--- src/rtl/instruction_fetch.sv ---
// rtl/instruction_fetch.sv - PC holder and instruction-memory fetch stage feeding decode
module instruction_fetch #(
    parameter logic [31:0] RESET_PC  = 32'h0000_0000,
    parameter logic [31:0] NOP_INSTR = 32'h0000_0013
) (
    input  logic        clk,
    input  logic        rst,
    output logic        imem_req,
    output logic [31:0] imem_addr,
    input  logic        imem_ack,
    input  logic [31:0] imem_rdata,
    output logic [31:0] instruction,
    output logic [31:0] instr_pc,
    output logic        instr_valid,
    input  logic        instr_ready,
    input  logic        redirect,
    input  logic [31:0] redirect_pc,
    output logic        fetch_fault
);

    typedef enum logic [2:0] {
        IDLE  = 3'd0,
        REQ   = 3'd1,
        HOLD  = 3'd2,
        DRAIN = 3'd3,
        FAULT = 3'd4
    } state_t;

    state_t      state;
    state_t      state_next;
    logic [31:0] pc;
    logic [31:0] target;
    logic        drain_fault;
    logic        redir_ok;
    logic        redir_bad;
    logic        busy_no_ack;

    assign redir_ok    = redirect && (state != FAULT) && (redirect_pc[1:0] == 2'b00);
    assign redir_bad   = redirect && (state != FAULT) && (redirect_pc[1:0] != 2'b00);
    assign busy_no_ack = ((state == REQ) || (state == DRAIN)) && !imem_ack;
    assign imem_addr   = pc;

    always_ff @(posedge clk or posedge rst) begin
        if (rst) begin
            state <= IDLE;
        end else begin
            state <= state_next;
        end
    end

    always_comb begin
        state_next = state;
        case (state)
            IDLE:    state_next = redir_bad ? FAULT : REQ;
            REQ: begin
                if (redir_ok)       state_next = imem_ack ? REQ : DRAIN;
                else if (redir_bad) state_next = imem_ack ? FAULT : DRAIN;
                else if (imem_ack)  state_next = HOLD;
            end
            HOLD: begin
                if (redir_ok)         state_next = REQ;
                else if (redir_bad)   state_next = FAULT;
                else if (instr_ready) state_next = REQ;
            end
            DRAIN: begin
                // A fault recorded while draining wins once the stale response lands.
                if (redir_bad)     state_next = imem_ack ? FAULT : DRAIN;
                else if (imem_ack) state_next = drain_fault ? FAULT : REQ;
            end
            FAULT:   state_next = FAULT;
            default: state_next = IDLE;
        endcase
    end

    always_comb begin
        imem_req = (state == REQ) || (state == DRAIN);
    end

    // The outstanding address must not move, so a redirect that arrives before
    // the ack is parked in target and loaded into pc when the drain completes.
    always_ff @(posedge clk or posedge rst) begin
        if (rst) begin
            pc          <= RESET_PC;
            target      <= RESET_PC;
            instruction <= NOP_INSTR;
            instr_pc    <= 32'h0000_0000;
            instr_valid <= 1'b0;
            fetch_fault <= 1'b0;
            drain_fault <= 1'b0;
        end else if (redir_ok) begin
            instr_valid <= 1'b0;
            instruction <= NOP_INSTR;
            if (busy_no_ack) begin
                target <= redirect_pc;
            end else begin
                pc <= redirect_pc;
            end
        end else if (redir_bad) begin
            fetch_fault <= 1'b1;
            instr_valid <= 1'b0;
            instruction <= NOP_INSTR;
            if (busy_no_ack) begin
                drain_fault <= 1'b1;
            end
        end else begin
            case (state)
                REQ: begin
                    if (imem_ack) begin
                        instruction <= imem_rdata;
                        instr_pc    <= pc;
                        instr_valid <= 1'b1;
                        pc          <= pc + 32'd4;
                    end
                end
                HOLD: begin
                    if (instr_ready) begin
                        instr_valid <= 1'b0;
                        instruction <= NOP_INSTR;
                    end
                end
                DRAIN: begin
                    if (imem_ack && !drain_fault) begin
                        pc <= target;
                    end
                end
                default: begin
                end
            endcase
        end
    end

endmodule

--- config.mk ---
export PLATFORM = sky130hd
export DESIGN_NAME = instruction_fetch
export DESIGN_NICKNAME = d
export VERILOG_FILES = /design/src/rtl/instruction_fetch.sv
export SDC_FILE = /design/constraint.sdc
export NUM_CORES = 1
export LEC_CHECK = 0
export ABC_CLOCK_PERIOD_IN_PS = 4500
export CAP_MARGIN = 10
export CORE_MARGIN = 4
export CORE_UTILIZATION = 44
export DETAILED_ROUTE_END_ITERATION = 10
export PLACE_DENSITY = 0.75
export SLEW_MARGIN = 20
export SYNTH_ARGS = -nofsm -noshare
export SYNTH_HDL_FRONTEND = slang
export SYNTH_SLANG_ARGS = --single-unit
export TNS_END_PERCENT = 50
--- constraint.sdc ---
create_clock -name clk -period 4.5 [get_ports clk]
set_clock_uncertainty 0.1 [all_clocks]
set_input_delay 0.9 -clock clk [delete_from_list [all_inputs] [get_ports clk]]
set_output_delay 0.9 -clock clk [all_outputs]
set_load 0.005 [all_outputs]
==> flow_summary.ini <==
[grt]
vias_in_the_first_global_route = 5251
largest_net_degree_at_the_start_of_global_routing = 62
antenna_found_initial = 0
gr-total-overflow = 0
grt_usage_pct = 21.5
grt_first_pass_wirelength_um = 27500

[critical_path]
start_kind = input pin
reg2reg_depth = 4
worst-endpoint-arrival_ns = 3.29
cp_data_required_time_ns = 4.70
criticalPathCategory = in -> reg
cpMaxStageDelayCell = clkdlybuf4s50_1
critical_path.max_stage_delay_ns = 0.65
cp_cell_sequence = clkdlybuf4s50_1 -> nor3b_4 -> o21ai_2 -> a21o_1 -> nor2_2 -> buf_4 -> mux2_2
worst_path_dominant_cell_family = buffers and inverters
cp_num_buf_inv = 2
timing.rr.start = state[0]$_DFFE_PP0P_
worst_r2r_endpoint = instr_pc[7]$_DFFE_PP0P_
worst-r2r-setup-slack_ns = 1.81
max_fanout_on_critical_path = 31
crit_path_end_kind = flop

[routing]
route.vias.total = 5086
detail_route.wl_per_cell_um = 19.4
ant_nets = 0
first_pass_iters = 5
avgViaCountPerCell = 5.83
drc = 0
drt_iter0_drc = 478
totalWireLength_um = 17000

[clock_network]
cts_hold_repair.buffers = 0
h-tree-depth = 4
cts.sink_count = 134
cts_buffers = 17
clkTransAtPathRegs_ns = 0.05
tritoncts = yes
clk_latency_ns = 0.42
clock_path_buffers = 2
post_cts_resize_count = 0
cts.repair_timing.setup_buffer_count = 0
cts_root_buf = clkbuf_16

[floorplan]
floorplan.die.height_um = 126
die_area_sq_mm = 0.0159
floorplan.initialDensity_pct = 45.7
num_rows = 42
fp.dieW_um = 126
design.core.area_sq_mm = 0.0135
ios = 168

[final_layout]
final_cell_count_no_fill = 873
post_route_cells_drive_above_1_share_pct = 12.3
areaGrowthSynthToFinish_pct = 38.5
final_nets = 754
fillerInstances = 1093
antenna_cells = 0

[timing]
min_period_ns = 3.09
finalHoldViolCount = 0
worst_slew_pin_slew_ns = 0.909
unrepaired_setup_endpoints_after_global_routing = no
setup_violations = 0
hold_ws_ns = 0.363
max-slew-margin-rel_pct = 39.2
timing.final.max_slew_violations = 0
max_freq_ghz = 0.324
min_period_over_period_pct = 68.7
summed_negative_setup_slack_over_all_endpoints_ns = 0

[logic_synthesis]
synthCells = 524
synth_seq_cells = 134
yosys_warnings = 0
netlist.top_cell.by_area = dfrtp_1
synth-main-ff-cell = dfrtp_1
yosysTopAreaCellShare_pct = 53.3
count_of_flip_flops_with_a_built_in_enable_after_synthesis = 0
asyncSetResetFlopFracSynth_pct = 100
seq_area_frac_synth_pct = 54.6
ys_top_cells_by_area = dfrtp_1 (53%), mux2_1 (6.2%), mux2_2 (5.1%)
yosys.cell_types.count = 57
syn_area_per_cell_sq_um = 11.7
synthesized_net_count = 594
syn_area_sq_mm = 0.00615

[worst_hold_path]
hp-start = instruction[4]$_DFFE_PP1P_
min_path_type = reg -> reg
holdPathEnd = instruction[4]$_DFFE_PP1P_
min_path_cells = 2

[power_and_ir_drop]
static_leakage_nw = 3.61
powerDensity_mw_per_mm2 = 651
irDropWorstVdd_mv = 0.373

[placed_design]
dp_hpwl_um = 11600
dp_cells = 841
placer_congestion = 0.860
port-buffer-count = 167

[run]
maxCapViolations = 0

[status]
result_of_the_run = completed
==> worst max path at each step <==
stage                   from                      end  slack (ns)  depth (start not counted)
floorplan                rst  drain_fault$_DFFE_PP0P_        1.84                          1
global placement    redirect  instr_pc[1]$_DFFE_PP0P_        1.03                          7
detailed placement  redirect  instr_pc[1]$_DFFE_PP0P_         1.0                          7
CTS                 redirect  instr_pc[1]$_DFFE_PP0P_        1.42                          7
global route        redirect  instr_pc[7]$_DFFE_PP0P_        1.28                          6
finish              redirect  instr_pc[1]$_DFFE_PP0P_        1.41                          7
==> stage by stage <==
stage / util [%] / total power [mW] / setup WS [ns] / cell area (sq um)
after floorplan: - / 3.12 / 1.84 / 6150
after global placement: 59.1 / 4.17 / 1.03 / 7950
after detailed placement: 59.1 / 4.24 / 1.00 / 7950
after CTS: 63.3 / 5.58 / 1.42 / 8510
after global routing: 63.3 / 5.88 / 1.28 / 8510
final: 63.3 / 5.54 / 1.41 / 8510
==> layer usage <==
metal	GRT usage (%)	up-vias	share of wire, %
li1	-	2310	-
met1	28.4	2520	42
met2	34.3	235	48
met3	7.32	21	8.7
met4	5.43	0	1.2
met5	0	-	0
==> where the power goes <==
group / leakage [nW] / switching, mW / internal, mW
Clock: 0.279 / 0.494 / 0.811
Sequential: 1.67 / 0.461 / 1.73
Combinational: 1.66 / 0.827 / 1.22
Total: 3.61 / 1.78 / 3.76
==> flip-flops by register name (all words and copies together), names as in the netlist <==
register / cells
drain_fault: 1
fetch_fault: 1
imem_addr: 32
instr_pc: 32
instr_valid: 1
instruction: 32
state: 3
target: 32
==> worst reg2reg max path: cells and delay by family, from the launching register on <==
| family | cells | cell delay [ns] |
|---|---|---|
| mux | 1 | 0.48 |
| compound gates | 1 | 0.62 |
| flops | 1 | 0.52 |
| simple gates | 2 | 0.85 |
==> layout make-up <==
type,instances,area [sq um],area share [%]
clock buffer,23,488,5.73
clock inverter,9,75.1,0.882
inverter,8,33.8,0.397
multi-input combinational,343,2560,30.1
sequential,134,3360,39.4
tap,176,220,2.59
timing repair buffer,180,1780,20.9
==> cells in the final DEF, fill, tap and decap left out, types with 17 or more instances in the layout <==
master / Yosys / routed
a22o_1: 29 / 29
clkbuf_16: 0 / 17
clkdlybuf4s50_1: 0 / 167
a21oi_1: 29 / 29
nor2_1: 20 / 20
o21ai_0: 19 / 19
mux2_1: 34 / 34
o22a_1: 17 / 17
dfrtp_1: 131 / 131
nand2_1: 27 / 27
mux2_2: 28 / 28
==> cells in the mapped netlist, types with 2 or more instances <==
cell,instances
dfrtp_1,131
mux2_1,34
a21oi_1,29
a22o_1,29
mux2_2,28
nand2_1,27
buf_2,25
nor2_1,20
o21ai_0,19
o22a_1,17
a31oi_1,13
nand3_1,13
nand4_1,12
a2bb2oi_1,9
clkbuf_1,9
nor3_1,9
o22ai_1,9
inv_1,8
o221ai_1,8
and3_1,7
a21o_1,5
nand2b_1,5
and2_1,4
o21a_1,4
a32o_1,3
buf_6,3
dfstp_2,3
or3_1,3
a211o_1,2
a311oi_1,2
a41o_1,2
and4_1,2
buf_4,2
mux2i_1,2
nand3b_1,2
nor3_2,2
o21ai_1,2
==> kinds of logic after synthesis <==
| logic type | Yosys count | synth area share [%] |
|---|---|---|
| adder cells (fa/ha/maj) | 1 | 0.203 |
| AND/OR/NAND/NOR | 113 | 9.83 |
| flip-flops | 134 | 54.6 |
| AO/OA/AOI/OAI | 165 | 19.8 |
| multiplexers | 64 | 11.7 |
| buffers and inverters | 47 | 3.87 |
(Power assumes the default switching activity.)
